<file path="src/rtl/reset_seq.sv">
// reset_seq: multi-channel reset sequencer.
// Syncs the async reset, stretches, then releases channels in index order.
module reset_seq #(
  parameter int N_CH           = 4,
  parameter int N_SYNC         = 3,
  parameter int STRETCH_CYCLES = 16,
  parameter int GAP_CYCLES     = 8,
  parameter int CTR_W          = 8
) (
  input  logic            clk,
  input  logic            rst_n_in_fp,
  input  logic [N_CH-1:0] sw_rst_req,
  output logic [N_CH-1:0] rst_n_out,
  output logic            all_released,
  output logic            seq_busy
);

  localparam int LP_W = (N_CH > 1) ? $clog2(N_CH) : 1;
  localparam logic [CTR_W-1:0] STR_LD = CTR_W'(STRETCH_CYCLES - 1);
  localparam logic [CTR_W-1:0] GAP_LD = CTR_W'(GAP_CYCLES - 1);
  localparam logic [LP_W-1:0]  LP_LAST = LP_W'(N_CH - 1);

  typedef enum logic [1:0] {
    S_HOLD,
    S_STRETCH,
    S_RELEASE,
    S_RUN
  } state_t;

  state_t            r_state;
  state_t            w_state_nx;
  logic [N_SYNC-1:0] r_sync;
  logic [LP_W-1:0]   r_lp;
  logic [LP_W-1:0]   w_lp_nx;
  logic [LP_W-1:0]   w_j;
  logic [CTR_W-1:0]  r_ctr;
  logic [CTR_W-1:0]  w_ctr_nx;
  logic [N_CH-1:0]   r_out;
  logic [N_CH-1:0]   w_out_nx;
  logic [N_CH-1:0]   w_clr;
  logic              r_all;
  logic              r_busy;
  logic              r_req_d;
  logic              w_sync;
  logic              w_req;
  logic              w_rel;

  assign w_sync = r_sync[N_SYNC-1];
  assign w_req  = w_sync & (|sw_rst_req);

  assign rst_n_out    = r_out;
  assign all_released = r_all;
  assign seq_busy     = r_busy;

  // Lowest requested channel; everything at or above it is re-asserted.
  always_comb begin
    w_j = '0;
    for (int i = N_CH - 1; i >= 0; i--)
      if (sw_rst_req[i]) w_j = LP_W'(i);
  end

  always_comb begin
    w_clr = '0;
    for (int i = 0; i < N_CH; i++)
      w_clr[i] = (LP_W'(i) >= w_j);
  end

  always_ff @(posedge clk or negedge rst_n_in_fp) begin
    if (!rst_n_in_fp) begin
      r_sync <= '0;
    end else begin
      r_sync <= {r_sync[N_SYNC-2:0], 1'b1};
    end
  end

  always_ff @(posedge clk or negedge rst_n_in_fp) begin
    if (!rst_n_in_fp) begin
      r_state <= S_HOLD;
      r_lp    <= '0;
      r_ctr   <= '0;
      r_out   <= '0;
      r_all   <= 1'b0;
      r_busy  <= 1'b1;
      r_req_d <= 1'b0;
    end else begin
      r_state <= w_state_nx;
      r_lp    <= w_lp_nx;
      r_ctr   <= w_ctr_nx;
      r_out   <= w_out_nx;
      r_all   <= &w_out_nx;
      r_busy  <= (w_state_nx != S_RUN);
      r_req_d <= w_req;
    end
  end

  always_comb begin
    w_state_nx = r_state;
    w_lp_nx    = r_lp;
    w_ctr_nx   = r_ctr;
    w_out_nx   = r_out;
    w_rel      = 1'b0;
    if (w_req) begin
      w_state_nx = S_HOLD;
      w_ctr_nx   = '0;
      w_out_nx   = r_out & ~w_clr;
      if (r_state == S_RUN || w_j < r_lp)
        w_lp_nx = w_j;
    end else begin
      unique case (r_state)
        S_HOLD: begin
          // r_req_d gives one quiet edge after a request drops
          if (w_sync && !r_req_d) begin
            w_state_nx = S_STRETCH;
            w_ctr_nx   = STR_LD;
          end
        end
        S_STRETCH,
        S_RELEASE: begin
          if (r_ctr == '0) w_rel = 1'b1;
          else w_ctr_nx = r_ctr - 1'b1;
        end
        S_RUN: ;
      endcase
      if (w_rel) begin
        for (int i = 0; i < N_CH; i++)
          if (LP_W'(i) == r_lp) w_out_nx[i] = 1'b1;
        if (r_lp == LP_LAST) begin
          w_state_nx = S_RUN;
        end else begin
          w_lp_nx    = r_lp + 1'b1;
          w_state_nx = S_RELEASE;
          w_ctr_nx   = GAP_LD;
        end
      end
    end
  end

endmodule

</file>
<file path="config.mk">
export PLATFORM = sky130hd
export DESIGN_NAME = reset_seq
export DESIGN_NICKNAME = d
export VERILOG_FILES = /design/src/rtl/reset_seq.sv
export SDC_FILE = /design/constraint.sdc
export NUM_CORES = 1
export LEC_CHECK = 0
export BUFFER_PORTS_ARGS = -buffer_cell sky130_fd_sc_hd__buf_2
export CAP_MARGIN = 0
export CORE_MARGIN = 2
export CORE_UTILIZATION = 62
export CTS_CLUSTER_DIAMETER = 120
export DETAILED_ROUTE_END_ITERATION = 16
export GPL_ROUTABILITY_DRIVEN = 0
export PLACE_DENSITY = 0.92
export SETUP_SLACK_MARGIN = 0.02
export SYNTH_ARGS = -nofsm -noshare
export SYNTH_HDL_FRONTEND = slang
export SYNTH_SLANG_ARGS = --single-unit
</file>
<file path="constraint.sdc">
create_clock -name clk -period 6 [get_ports clk]
set_clock_uncertainty 0.1 [all_clocks]
set_input_delay 0.3 -clock clk [delete_from_list [all_inputs] [get_ports clk]]
set_output_delay 0.3 -clock clk [all_outputs]
set_load 0.005 [all_outputs]
</file>
==> results.md, run 1 <==
- Result of the run: finished clean
- Highest ir drop seen on vdd: 0.370 mV
- Antenna violations before repair: 0
- Total global-route track usage: 24.5%
- Filler cells: 157
- Fraction of the mapped netlist area in compound gates: 20.6%
- GR Overflow Total: 0
- Mapped Area: 1290 sq um
- Power Total: 0.716 mW
- Yosys warning count: 0
- Multiplexer fraction of the synthesized cell area: 0.778%
- CTS-repair resized insts: 0
- Worst-case setup margin in the final layout: 3.55 ns
- Number of port buffers: 11
- Count of H-tree levels built during CTS: 1
- First-pass detailed-route iteration total: 4
- Vias in the first global route: 981
- Clock sink count: 22
- Nets@finish: 160
- Post-Place Setup Slack: 3.63 ns
- Setup CP Type: reg -> reg
- Ant diodes: 0
- Share of post-route cells with drive strength above 1: 18.6%
- Worst-skew pair later-pin latency: 0.31 ns
- Final hold violation count: 0
- Syn-to-layout area delta: 9.53%
- Synthesized area per cell: 9.74 sq um
- Finished Core Util: 71.8%
- Number of design-rule violations left by the first detailed-router iteration: 20
- Vertical extent of the die: 49.5 um
- Remaining DRCs: 0
- Worst reg-to-reg setup slack: 3.55 ns
- Distinct cells, synth: 39
- Maximum number of buffers from clock root to sink: 2
- Instance count of the mapped netlist: 132
- Site Rows: 16
- Crit start category: flop
- Kind of path behind the tightest hold check: in -> reg
- Areal power density over the cells: 508 nW/um^2
- Die area: 2450 sq um
- Required @ worst endpoint: 6.14 ns
- Clock tree from TritonCTS: built
- Core Box Area: 1960 sq um
- Peak fanout along the critical path: 7
- Number of post-CTS setup repair buffers: 0
- Static leakage power: 0.642 nW
- Setup tns final: 0 ns
- Setup repair after global routing missed its margin: no
- Worst Path Arrival: 2.59 ns
- Hold bufs inserted after CTS: 1
- Sum of routed wire length over all layers: 2.69 mm
- Xor/xnor share of the synthesized area: 0.681%
- Element type at the critical path end: flop
- TritonCTS buffer count: 3
- Synth Net Count: 146
- Final hold slack: 0.258 ns
- Routed wire per std cell: 15.7 um
- Vias: 1041
- Simple-gate area share of the yosys netlist: 22.4%
- Global-route wire length before repair: 4.51 mm
- I/O pin count: 12
- Final-report setup violation count: 0
- Area share of fa/ha/maj cells after synthesis: 7.78%
- Buffer cell driving the clock tree root: sky130_fd_sc_hd__clkbuf_4
- Most common cell after layout, fill and taps aside: sky130_fd_sc_hd__dfrtp_1
- HPWL after detailed placement: 1.93 mm
- Post-synthesis sequential area ratio: 42.9%
- Crit share post-route: 40.8%
- Count of final max-slew check failures: 0
- Per-cell via count in the routed design: 6.05
- Effective utilization at floorplan: 65.6%
- Main combinational cell family by area after synthesis: simple AND/OR/NAND/NOR gates
- Fin crit period: 2.45 ns
- Clk pin slew, worst setup/hold paths: 0.13 ns
- Max Cap Violations: 0
- Pin count of the biggest net entering global routing: 23
- Overall die width: 49.5 um
- Number of synthesized register bits: 22
- Antenna viol nets, final: 0
- Peak clock frequency supported by timing: 409 MHz
- Commonest cells after routing, fill and taps aside: sky130_fd_sc_hd__dfrtp_1, sky130_fd_sc_hd__nand2_1, sky130_fd_sc_hd__nor2_1, sky130_fd_sc_hd__buf_2, sky130_fd_sc_hd__nor3_1
path summary, 6_finish.rpt:
kind	startpoint	endpoint	cells past startpoint
hold reg to reg	r_sync[1]	r_sync[2]	0
min in group asynchronous	rst_n_in_fp	r_state[0]	2
setup reg to reg	r_ctr[1]	r_lp[1]	7
hold / removal	sw_rst_req[0]	rst_n_out[0]	3
max in group asynchronous	rst_n_in_fp	seq_busy	2
setup / recovery	r_ctr[1]	r_lp[1]	7
report_power, final:
group	switching, mW	internal (mW)	total (mW)
Combinational	0.216	0.155	0.370
Sequential	0.0392	0.193	0.232
Clock	0.0461	0.0675	0.114
Total	0.301	0.415	0.716
final cells by class:
cell class                 instances  area, sq um  share of cell area, %
timing repair buffer              12         65.1                   4.62
sequential                        22          552                   39.2
clock buffer                       3         22.5                   1.60
inverter                           8         30.0                   2.13
tap                               27         33.8                   2.40
clock inverter                     1         30.0                   2.13
multi-input combinational         99          676                   48.0
stage by stage:
step,cell area (sq um),instances
after CTS,1410,172
after global placement,1350,167
after global routing,1410,172
after floorplan,1290,132
final,1410,172
after detailed placement,1350,167
sequential cells by signal, summed over array words and instances, names as in the netlist:
| name | count |
|---|---|
| r_ctr | 8 |
| rst_n_out | 4 |
| r_sync | 3 |
| r_lp | 2 |
| r_state | 2 |
| all_released | 1 |
| r_req_d | 1 |
| seq_busy | 1 |
Yosys cell counts:
| cell type | n | share of area (%) |
|---|---|---|
| sky130_fd_sc_hd__nand2b_1 | 2 | 0.97 |
| sky130_fd_sc_hd__nor3_1 | 9 | 3.5 |
| sky130_fd_sc_hd__or3_1 | 3 | 1.5 |
| sky130_fd_sc_hd__o22a_1 | 1 | 0.68 |
| sky130_fd_sc_hd__dfrtp_1 | 21 | 41 |
| sky130_fd_sc_hd__and2_1 | 1 | 0.49 |
| sky130_fd_sc_hd__o21ai_0 | 8 | 3.1 |
| sky130_fd_sc_hd__nor2_1 | 11 | 3.2 |
| sky130_fd_sc_hd__mux2i_1 | 1 | 0.78 |
| sky130_fd_sc_hd__buf_6 | 1 | 0.88 |
| sky130_fd_sc_hd__conb_1 | 1 | 0.29 |
| sky130_fd_sc_hd__a211oi_1 | 1 | 0.58 |
| sky130_fd_sc_hd__nand2_1 | 11 | 3.2 |
| sky130_fd_sc_hd__a21boi_0 | 4 | 2.3 |
| sky130_fd_sc_hd__or3_2 | 1 | 0.58 |
| sky130_fd_sc_hd__or3b_1 | 1 | 0.68 |
| sky130_fd_sc_hd__o41ai_4 | 1 | 2.1 |
| sky130_fd_sc_hd__or4_4 | 1 | 0.88 |
| sky130_fd_sc_hd__nor2b_1 | 5 | 2.4 |
| sky130_fd_sc_hd__dfstp_2 | 1 | 2.0 |
| sky130_fd_sc_hd__clkbuf_8 | 1 | 1.1 |
| sky130_fd_sc_hd__or2_2 | 1 | 0.49 |
| sky130_fd_sc_hd__a31oi_1 | 3 | 1.5 |
| sky130_fd_sc_hd__xor2_1 | 1 | 0.68 |
| sky130_fd_sc_hd__inv_2 | 1 | 0.29 |
| sky130_fd_sc_hd__and4_1 | 1 | 0.68 |
| sky130_fd_sc_hd__ha_1 | 8 | 7.8 |
| sky130_fd_sc_hd__nor2_4 | 1 | 0.88 |
| sky130_fd_sc_hd__o22ai_1 | 2 | 0.97 |
| sky130_fd_sc_hd__a22o_2 | 3 | 2.3 |
| sky130_fd_sc_hd__o31ai_1 | 1 | 0.58 |
| sky130_fd_sc_hd__a311oi_1 | 2 | 1.4 |
| sky130_fd_sc_hd__or3_4 | 1 | 0.88 |
| sky130_fd_sc_hd__inv_1 | 7 | 2.0 |
| sky130_fd_sc_hd__nor4_4 | 1 | 1.7 |
| sky130_fd_sc_hd__clkbuf_1 | 1 | 0.29 |
| sky130_fd_sc_hd__a21oi_1 | 7 | 2.7 |
| sky130_fd_sc_hd__o21a_1 | 4 | 2.3 |
| sky130_fd_sc_hd__nand3_1 | 1 | 0.39 |
routing by layer:
layer  vias up  part of all wire [%]  GRT usage [%]
met5         -                     0              0
met1       499                    42           32.9
met4         0                   2.7           8.80
met2        41                    49           39.8
met3         9                   5.9           4.55
li1        492                     -              -
cells by family after synthesis:
group,Yosys count
simple gates,51
compound gates,37
flops,22
buf+inv,11
fa+ha+maj,8
other cells,1
xor+xnor,1
mux,1
worst max-delay path: stages, from the launching register on:
cell and delay [ns]:
sky130_fd_sc_hd__dfrtp_1 0.45, sky130_fd_sc_hd__inv_1 0.09, sky130_fd_sc_hd__ha_1 0.17, sky130_fd_sc_hd__or3b_1 0.49, sky130_fd_sc_hd__nor4_4 0.40, sky130_fd_sc_hd__nor2_1 0.22, sky130_fd_sc_hd__a21oi_1 0.23, sky130_fd_sc_hd__mux2i_1 0.23
(Power assumes the default switching activity.)
==> run 2, diff against run 1 <==
ABC_AREA = 1   (was not set)
CORE_UTILIZATION = 58   (was 62)
PLACE_DENSITY = 0.87   (was 0.92)
clock period = 2.5 ns   (was 6 ns; I/O delays follow)
==> results.md, run 2 <==
- Overall die width: 51.5 um (was 49.5 um)
- Crit start category: flop (unchanged)
- Combinational group share of total power: 57.6% (was 51.7%)
- Pin count of the biggest net entering global routing: 23 (unchanged)
- Distinct cells, synth: 21 (was 39)
- Worst Path Arrival: 1.85 ns (was 2.59 ns)
- Clk pin slew, worst setup/hold paths: 0.13 ns (about the same)
- Global-route wire length before repair: 4.69 mm (was 4.51 mm)
- Number of port buffers: 11 (unchanged)
- Fin area: 1440 sq um (was 1410 sq um)
- Final hold violation count: 0 (unchanged)
- Max Cap Violations: 0 (unchanged)
- Worst-case setup margin in the final layout: 0.786 ns (was 3.55 ns)
- Antenna violations before repair: 0 (unchanged)
- Dominant cell by count in the synthesized netlist: sky130_fd_sc_hd__nand2_1 (was sky130_fd_sc_hd__dfrtp_1)
- Number of synthesized flops with an enable pin: 0 (unchanged)
- Least-Margin Pin Slew: 0.501 ns
- Depth of the worst hold-timing path: 4 (was 3)
- Dpl cell area: 1400 sq um (was 1350 sq um)
- Simple-gate area share of the yosys netlist: 29.7% (was 22.4%)
- GR Overflow Total: 0 (unchanged)
- Share of the synthesized area in the top cell type: 40.2% (was 40.9%)
- Antenna viol nets, final: 0 (unchanged)
- Hold Path End: rst_n_out[0] (unchanged)
- Flip-flop count of the largest register after layout: 8 (unchanged)
- Count of H-tree levels built during CTS: 1 (unchanged)
- Largest area contributor in the synthesized netlist: sky130_fd_sc_hd__dfrtp_1 (unchanged)
- Worst max-slew margin expressed relative to the limit: 66.6%
- Synth Net Count: 191 (was 146)
- Critical path buffers and inverters: 2 (was 1)
- Kind of path behind the tightest hold check: in -> reg (unchanged)
- Final hold slack: 0.104 ns (was 0.258 ns)
- Post-synthesis sequential area ratio: 42.2% (was 42.9%)
- Top cells by instance count after synthesis: sky130_fd_sc_hd__nand2_1, sky130_fd_sc_hd__inv_1, sky130_fd_sc_hd__nor2_1 (was sky130_fd_sc_hd__dfrtp_1, sky130_fd_sc_hd__nand2_1, sky130_fd_sc_hd__nor2_1)
- Count of final max-slew check failures: 0 (unchanged)
- Worst reg-to-reg setup slack: 0.79 ns (was 3.55 ns)
- Peak fanout along the critical path: 6 (was 7)
- Final-report setup violation count: 0 (unchanged)
- Setup tns final: 0 ns (unchanged)
- Vias in the first global route: 1162 (was 981)
- Core Box Area: 2170 sq um (was 1960 sq um)
- Cell types with the largest area share after synthesis: sky130_fd_sc_hd__dfrtp_1, sky130_fd_sc_hd__nand2_1, sky130_fd_sc_hd__inv_1 (was sky130_fd_sc_hd__dfrtp_1, sky130_fd_sc_hd__ha_1, sky130_fd_sc_hd__nor3_1)
- Die area: 2650 sq um (was 2450 sq um)
- Relative contribution of the clock network to total power: 10.5% (was 15.9%)
- Instance count of the mapped netlist: 177 (was 132)
- Area share of fa/ha/maj cells after synthesis: 7.65% (was 7.78%)
- CP top delay family: simple AND/OR/NAND/NOR gates (unchanged)
- Start point of the worst min-delay path: sw_rst_req[0] (unchanged)
- Ant diodes: 0 (unchanged)
- Effective utilization at floorplan: 60.3% (was 65.6%)
- Most common cell after layout, fill and taps aside: sky130_fd_sc_hd__nand2_1 (was sky130_fd_sc_hd__dfrtp_1)
- Nets@finish: 208 (was 160)
- Slowest cell on the critical path: sky130_fd_sc_hd__dfrtp_1 (was sky130_fd_sc_hd__or3b_1)
- Share of post-route cells with drive strength above 1: 14.0% (was 18.6%)
- HPWL after detailed placement: 2.16 mm (was 1.93 mm)
- Number of synthesized register bits: 22 (unchanged)
- Maximum number of buffers from clock root to sink: 2 (unchanged)
- Net switching power: 0.835 mW (was 0.301 mW)
- Routed wire per std cell: 12.7 um (was 15.7 um)
- Remaining DRCs: 0 (unchanged)
- Highest ir drop seen on vdd: 0.623 mV (was 0.370 mV)
- Vertical extent of the die: 51.5 um (was 49.5 um)
- Largest stage delay, worst path: 0.40 ns (was 0.49 ns)
- Number of cell instances on the worst register-to-register path: 9 (was 7)
- Buffer cell driving the clock tree root: sky130_fd_sc_hd__clkbuf_4 (unchanged)
- Fraction of power spent switching nets: 49.2% (was 42.1%)
- Fin crit period: 1.71 ns (was 2.45 ns)
- Site Rows: 17 (was 16)
- CTS-repair resized insts: 0 (unchanged)
- Number of design-rule violations left by the first detailed-router iteration: 37 (was 20)
- Worst-skew pair later-pin latency: 0.32 ns (was 0.31 ns)
- Main combinational cell family by area after synthesis: simple AND/OR/NAND/NOR gates (unchanged)
- Mapped Area: 1310 sq um (was 1290 sq um)
- Xor/xnor share of the synthesized area: 1.34% (was 0.681%)
- Result of the run: finished clean (unchanged)
- Non-Filler Instances: 221 (was 172)
- Setup repair after global routing missed its margin: no (unchanged)
- Synthesized area per cell: 7.39 sq um (was 9.74 sq um)
- Vias: 1171 (was 1041)
- Capture instance of the worst register-to-register path: r_ctr[5] (was r_lp[1])
- Fraction of the mapped netlist area in compound gates: 9.94% (was 20.6%)
- Most flops, register: r_ctr (unchanged)
- I/O pin count: 12 (unchanged)
- Setup CP Type: reg -> reg (unchanged)
- TritonCTS buffer count: 3 (unchanged)
- Instance count after placement with tap cells included: 216 (was 167)
- Required @ worst endpoint: 2.63 ns (was 6.14 ns)
- Power share of the sequential group: 31.9% (was 32.4%)
- Clock tree from TritonCTS: built (unchanged)
- Synth async-reset ratio: 100% (unchanged)
- Number of post-CTS setup repair buffers: 0 (unchanged)
- Element type at the critical path end: flop (unchanged)
- First-pass detailed-route iteration total: 4 (unchanged)
- Crit share post-route: 68.6% (was 40.8%)
- Total global-route track usage: 23.7% (was 24.5%)
- Areal power density over the cells: 1180 nW/um^2 (was 508 nW/um^2)
- Yosys warning count: 0 (unchanged)
- Leading register cell type out of synthesis: sky130_fd_sc_hd__dfrtp_1 (unchanged)
- Static leakage power: 0.780 nW (was 0.642 nW)
- Syn-to-layout area delta: 9.66% (was 9.53%)
- Finished Core Util: 66.1% (was 71.8%)
- Ordered cell list for the critical path: inv_1, ha_1, nand2_2, nor2_4, nand3_1, nand2_2, inv_1, nand2_1, nor2_2 (was inv_1, ha_1, or3b_1, nor4_4, nor2_1, a21oi_1, mux2i_1)
- Peak clock frequency supported by timing: 583 MHz (was 409 MHz)
- Per-cell via count in the routed design: 5.30 (was 6.05)
- Cell-internal power: 0.863 mW (was 0.415 mW)
- FF-to-FF Start: r_ctr[0] (was r_ctr[1])
- Post-Place Setup Slack: 0.805 ns (was 3.63 ns)
- Sum of routed wire length over all layers: 2.81 mm (was 2.69 mm)
- Power Total: 1.70 mW (was 0.716 mW)
- Commonest cells after routing, fill and taps aside: sky130_fd_sc_hd__nand2_1, sky130_fd_sc_hd__inv_1, sky130_fd_sc_hd__nor2_1 (was sky130_fd_sc_hd__dfrtp_1, sky130_fd_sc_hd__nand2_1, sky130_fd_sc_hd__nor2_1, sky130_fd_sc_hd__buf_2, sky130_fd_sc_hd__nor3_1)
- Multiplexer fraction of the synthesized cell area: 0% (was 0.778%)
- Clock sink count: 22 (unchanged)
-- run 2: what timing repair did --
item / CTS / global route
hold buffers: 1 / 0
endpoints found under the hold margin: 22 / 0
setup endpoints to repair: 0 / 0
-- run 2: worst min-delay path: stages --
cell and delay (ns):
sky130_fd_sc_hd__buf_2 0.11, sky130_fd_sc_hd__inv_1 0.06, sky130_fd_sc_hd__o21ai_0 0.11, sky130_fd_sc_hd__o21ai_2 0.08
-- run 2: layout make-up --
class	count	area [sq um]
fillers	179	734
multi-input cells	124	641
flip-flops and latches	22	552
inverters	31	116
repair buffers	12	65.1
well taps	28	35.0
clock buffers	4	26.3
-- run 2: worst max-delay path by stage --
stage / slack, ns / from / depth (start not counted) / end
2_1_floorplan: 1.0 / r_ctr[0] / 9 / r_ctr[5]
4_1_cts: 0.78 / r_ctr[0] / 9 / r_ctr[5]
3_5_place_dp: 0.81 / r_ctr[0] / 9 / r_ctr[5]
6_report: 0.79 / r_ctr[0] / 9 / r_ctr[5]
3_3_place_gp: 0.87 / r_ctr[0] / 9 / r_ctr[5]
5_1_grt: 0.70 / r_ctr[0] / 9 / r_ctr[5]
-- run 2: per-layer routing --
| layer | GRT usage [%] | up-vias | wire length, um |
|---|---|---|---|
| met5 | 0 | - | 0 |
| met4 | 10.5 | 0 | 33 |
| met3 | 5.17 | 2 | 147 |
| met2 | 41.0 | 37 | 1430 |
| met1 | 28.2 | 548 | 1190 |
| li1 | - | 584 | - |
-- run 2: logic make-up (layout without fill, tap and decap cells) --
| family | after synthesis | in the layout |
|---|---|---|
| simple gates | 91 | 91 |
| buf+inv | 31 | 47 |
| compound gates | 22 | 22 |
| flops | 22 | 22 |
| fa+ha+maj | 8 | 8 |
| xor+xnor | 2 | 2 |
| other cells | 1 | 1 |
-- run 2: power by group through the flow --
stage / combinational [mW] / clock, mW / sequential (mW)
after floorplan: 0.760 / 0 / 0.531
after global placement: 0.916 / 0 / 0.543
after detailed placement: 0.959 / 0 / 0.548
after CTS: 0.967 / 0.181 / 0.540
after global routing: 1.11 / 0.189 / 0.554
final: 0.977 / 0.178 / 0.542
==> run 3, diff against run 2 <==
ABC_AREA = 0   (was 1)
CORE_UTILIZATION = 57   (was 58)
PLACE_DENSITY = 0.86   (was 0.87)
clock period = 1.7 ns   (was 2.5 ns; I/O delays follow)
==> results.md, run 3 (synthesis results as in run 1) <==
- Result of the run: complete, but fails checks (was finished clean)
- Failing checks: negative setup slack
- Overall die width: 51.5 um (about the same)
- Max Cap Violations: 0 (unchanged)
- Worst max-slew margin expressed relative to the limit: 65.7% (was 66.6%)
- Worst reg-to-reg setup slack: -0.36 ns (was 0.79 ns)
- Most common cell after layout, fill and taps aside: sky130_fd_sc_hd__dfrtp_1 (was sky130_fd_sc_hd__nand2_1)
- Flip-flop count of the largest register after layout: 8 (unchanged)
- Final hold violation count: 0 (unchanged)
- Number of design-rule violations left by the first detailed-router iteration: 13 (was 37)
- Count of H-tree levels built during CTS: 1 (unchanged)
- Met1 routing resource usage after global routing: 34.9% (was 28.2%)
- Worst-skew pair later-pin latency: 0.33 ns (was 0.32 ns)
- Sum of routed wire length over all layers: 3.25 mm (was 2.81 mm)
- Share of post-route cells with drive strength above 1: 39.1% (was 14.0%)
- Routed wire per std cell: 16.1 um (was 12.7 um)
- Hold Path End: r_lp[1] (was rst_n_out[0])
- Worst Path Arrival: 2.21 ns (was 1.85 ns)
- Start point of the worst min-delay path: sw_rst_req[1] (was sw_rst_req[0])
- Count of final max-slew check failures: 0 (unchanged)
- Least-Margin Pin Slew: 0.515 ns (was 0.501 ns)
- Total global-route track usage: 28.6% (was 23.7%)
- Vertical extent of the die: 51.5 um (about the same)
- Layer carrying the most global-route usage: met2 (unchanged)
- Element type at the critical path end: flop (unchanged)
- Site Rows: 17 (unchanged)
- Post-Place Setup Slack: -0.389 ns (was 0.805 ns)
- Vias: 1164 (was 1171)
- Global routing usage on met2: 49.1% (was 41.0%)
- Clk pin slew, worst setup/hold paths: 0.13 ns (about the same)
- Required @ worst endpoint: 1.84 ns (was 2.63 ns)
- Vias in the first global route: 1194 (was 1162)
- Peak fanout along the critical path: 6 (unchanged)
- I/O pin count: 12 (unchanged)
- Syn-to-layout area delta: 31.5% (was 9.66%)
- Dpl cell area: 1530 sq um (was 1400 sq um)
- Maximum number of buffers from clock root to sink: 2 (unchanged)
- Highest ir drop seen on vdd: 0.987 mV (was 0.623 mV)
- Setup CP Type: reg -> reg (unchanged)
- Global-route wire length before repair: 5.46 mm (was 4.69 mm)
- Kind of path behind the tightest hold check: in -> reg (unchanged)
- Final-report setup violation count: 17 (was 0)
- Commonest cells after routing, fill and taps aside: sky130_fd_sc_hd__dfrtp_1, sky130_fd_sc_hd__buf_4, sky130_fd_sc_hd__buf_2 (was sky130_fd_sc_hd__nand2_1, sky130_fd_sc_hd__inv_1, sky130_fd_sc_hd__nor2_1)
- Met3 Track Usage GR: 3.16% (was 5.17%)
- Pin count of the biggest net entering global routing: 23 (unchanged)
- Effective utilization at floorplan: 59.3% (was 60.3%)
- Antenna viol nets, final: 0 (unchanged)
- Number of cell instances on the worst register-to-register path: 8 (was 9)
- Capture instance of the worst register-to-register path: r_ctr[2] (was r_ctr[5])
- GR Overflow Total: 0 (unchanged)
- Die area: 2650 sq um (about the same)
- FF-to-FF Start: r_ctr[0] (unchanged)
- Crit share post-route: 121% (was 68.6%)
- Areal power density over the cells: 1900 nW/um^2 (was 1180 nW/um^2)
- Buffer cell driving the clock tree root: sky130_fd_sc_hd__clkbuf_4 (unchanged)
- Worst-case setup margin in the final layout: -0.364 ns (was 0.786 ns)
- Setup repair after global routing missed its margin: yes (was no)
- HPWL after detailed placement: 2.29 mm (was 2.16 mm)
- TritonCTS buffer count: 3 (unchanged)
- Fin crit period: 2.06 ns (was 1.71 ns)
- Antenna violations before repair: 0 (unchanged)
- Crit start category: flop (unchanged)
- Ant diodes: 0 (unchanged)
- First-pass detailed-route iteration total: 4 (unchanged)
- Finished Core Util: 78.0% (was 66.1%)
- Clock tree from TritonCTS: built (unchanged)
- Per-cell via count in the routed design: 5.76 (was 5.30)
- Most flops, register: r_ctr (unchanged)
- Depth of the worst hold-timing path: 4 (unchanged)
- Remaining DRCs: 0 (unchanged)
- Static leakage power: 0.798 nW (was 0.780 nW)
- Fin area: 1690 sq um (was 1440 sq um)
- Nets@finish: 189 (was 208)
- Number of port buffers: 11 (unchanged)
- Clock sink count: 22 (unchanged)
- Peak clock frequency supported by timing: 485 MHz (was 583 MHz)
- Core Box Area: 2170 sq um (unchanged)
run 3: final cells by class:
type                       instances  area (sq um)
clock buffer                       4          26.3
fill                             147           478
inverter                           8          30.0
multi-input combinational         99           732
sequential                        22           552
tap                               28          35.0
timing repair buffer              41           317
run 3: where the power goes:
group / switching, mW / total, mW / internal (mW)
combinational: 1.07 / 2.18 / 1.11
clock: 0.169 / 0.261 / 0.0920
sequential: 0.0914 / 0.771 / 0.679
total: 1.33 / 3.21 / 1.88
run 3: per-layer routing:
metal	vias up	wire length, um
met5	-	0
met3	7	105
met1	566	1360
li1	556	-
met2	35	1720
met4	0	72
run 3: worst max-delay path, stage by stage (launching register included):
cell                       delay, ns
sky130_fd_sc_hd__dfrtp_1        0.40
sky130_fd_sc_hd__inv_1          0.06
sky130_fd_sc_hd__ha_2           0.17
sky130_fd_sc_hd__or3b_4         0.41
sky130_fd_sc_hd__buf_6          0.14
sky130_fd_sc_hd__nor4_4         0.25
sky130_fd_sc_hd__buf_4          0.21
sky130_fd_sc_hd__nor2_2         0.05
sky130_fd_sc_hd__a211oi_2       0.21
run 3: what timing repair did:
| item | CTS | global route |
|---|---|---|
| pin swaps | 11 | 4 |
| gates resized for setup | 15 | 8 |
| setup endpoints to repair | 18 | 18 |
| endpoints found under the hold margin | 22 | 0 |
| hold buffers | 1 | 0 |
| setup buffers | 6 | 0 |
run 3: stage by stage:
step           setup TNS (ns)  hold slack [ns]  std cells  power [mW]
2_1_floorplan           -3.66           -0.311        132        1.89
3_3_place_gp            -3.73          -0.0323        191        2.45
3_5_place_dp            -4.57          -0.0175        191        2.55
4_1_cts                 -4.41            0.125        202        3.06
5_1_grt                 -5.87            0.171        202        3.44
6_report                -4.59            0.129        202        3.21
run 3: worst max-delay path by stage:
stage / startpoint / end / slack, ns / depth (start not counted)
after floorplan: r_ctr[0] / all_released / -0.35 / 8
after global placement: r_ctr[5] / all_released / -0.29 / 5
after detailed placement: r_ctr[0] / r_ctr[2] / -0.39 / 8
after CTS: r_ctr[0] / r_lp[0] / -0.31 / 9
after global routing: r_ctr[0] / r_ctr[2] / -0.43 / 8
final: r_ctr[0] / r_ctr[2] / -0.36 / 8
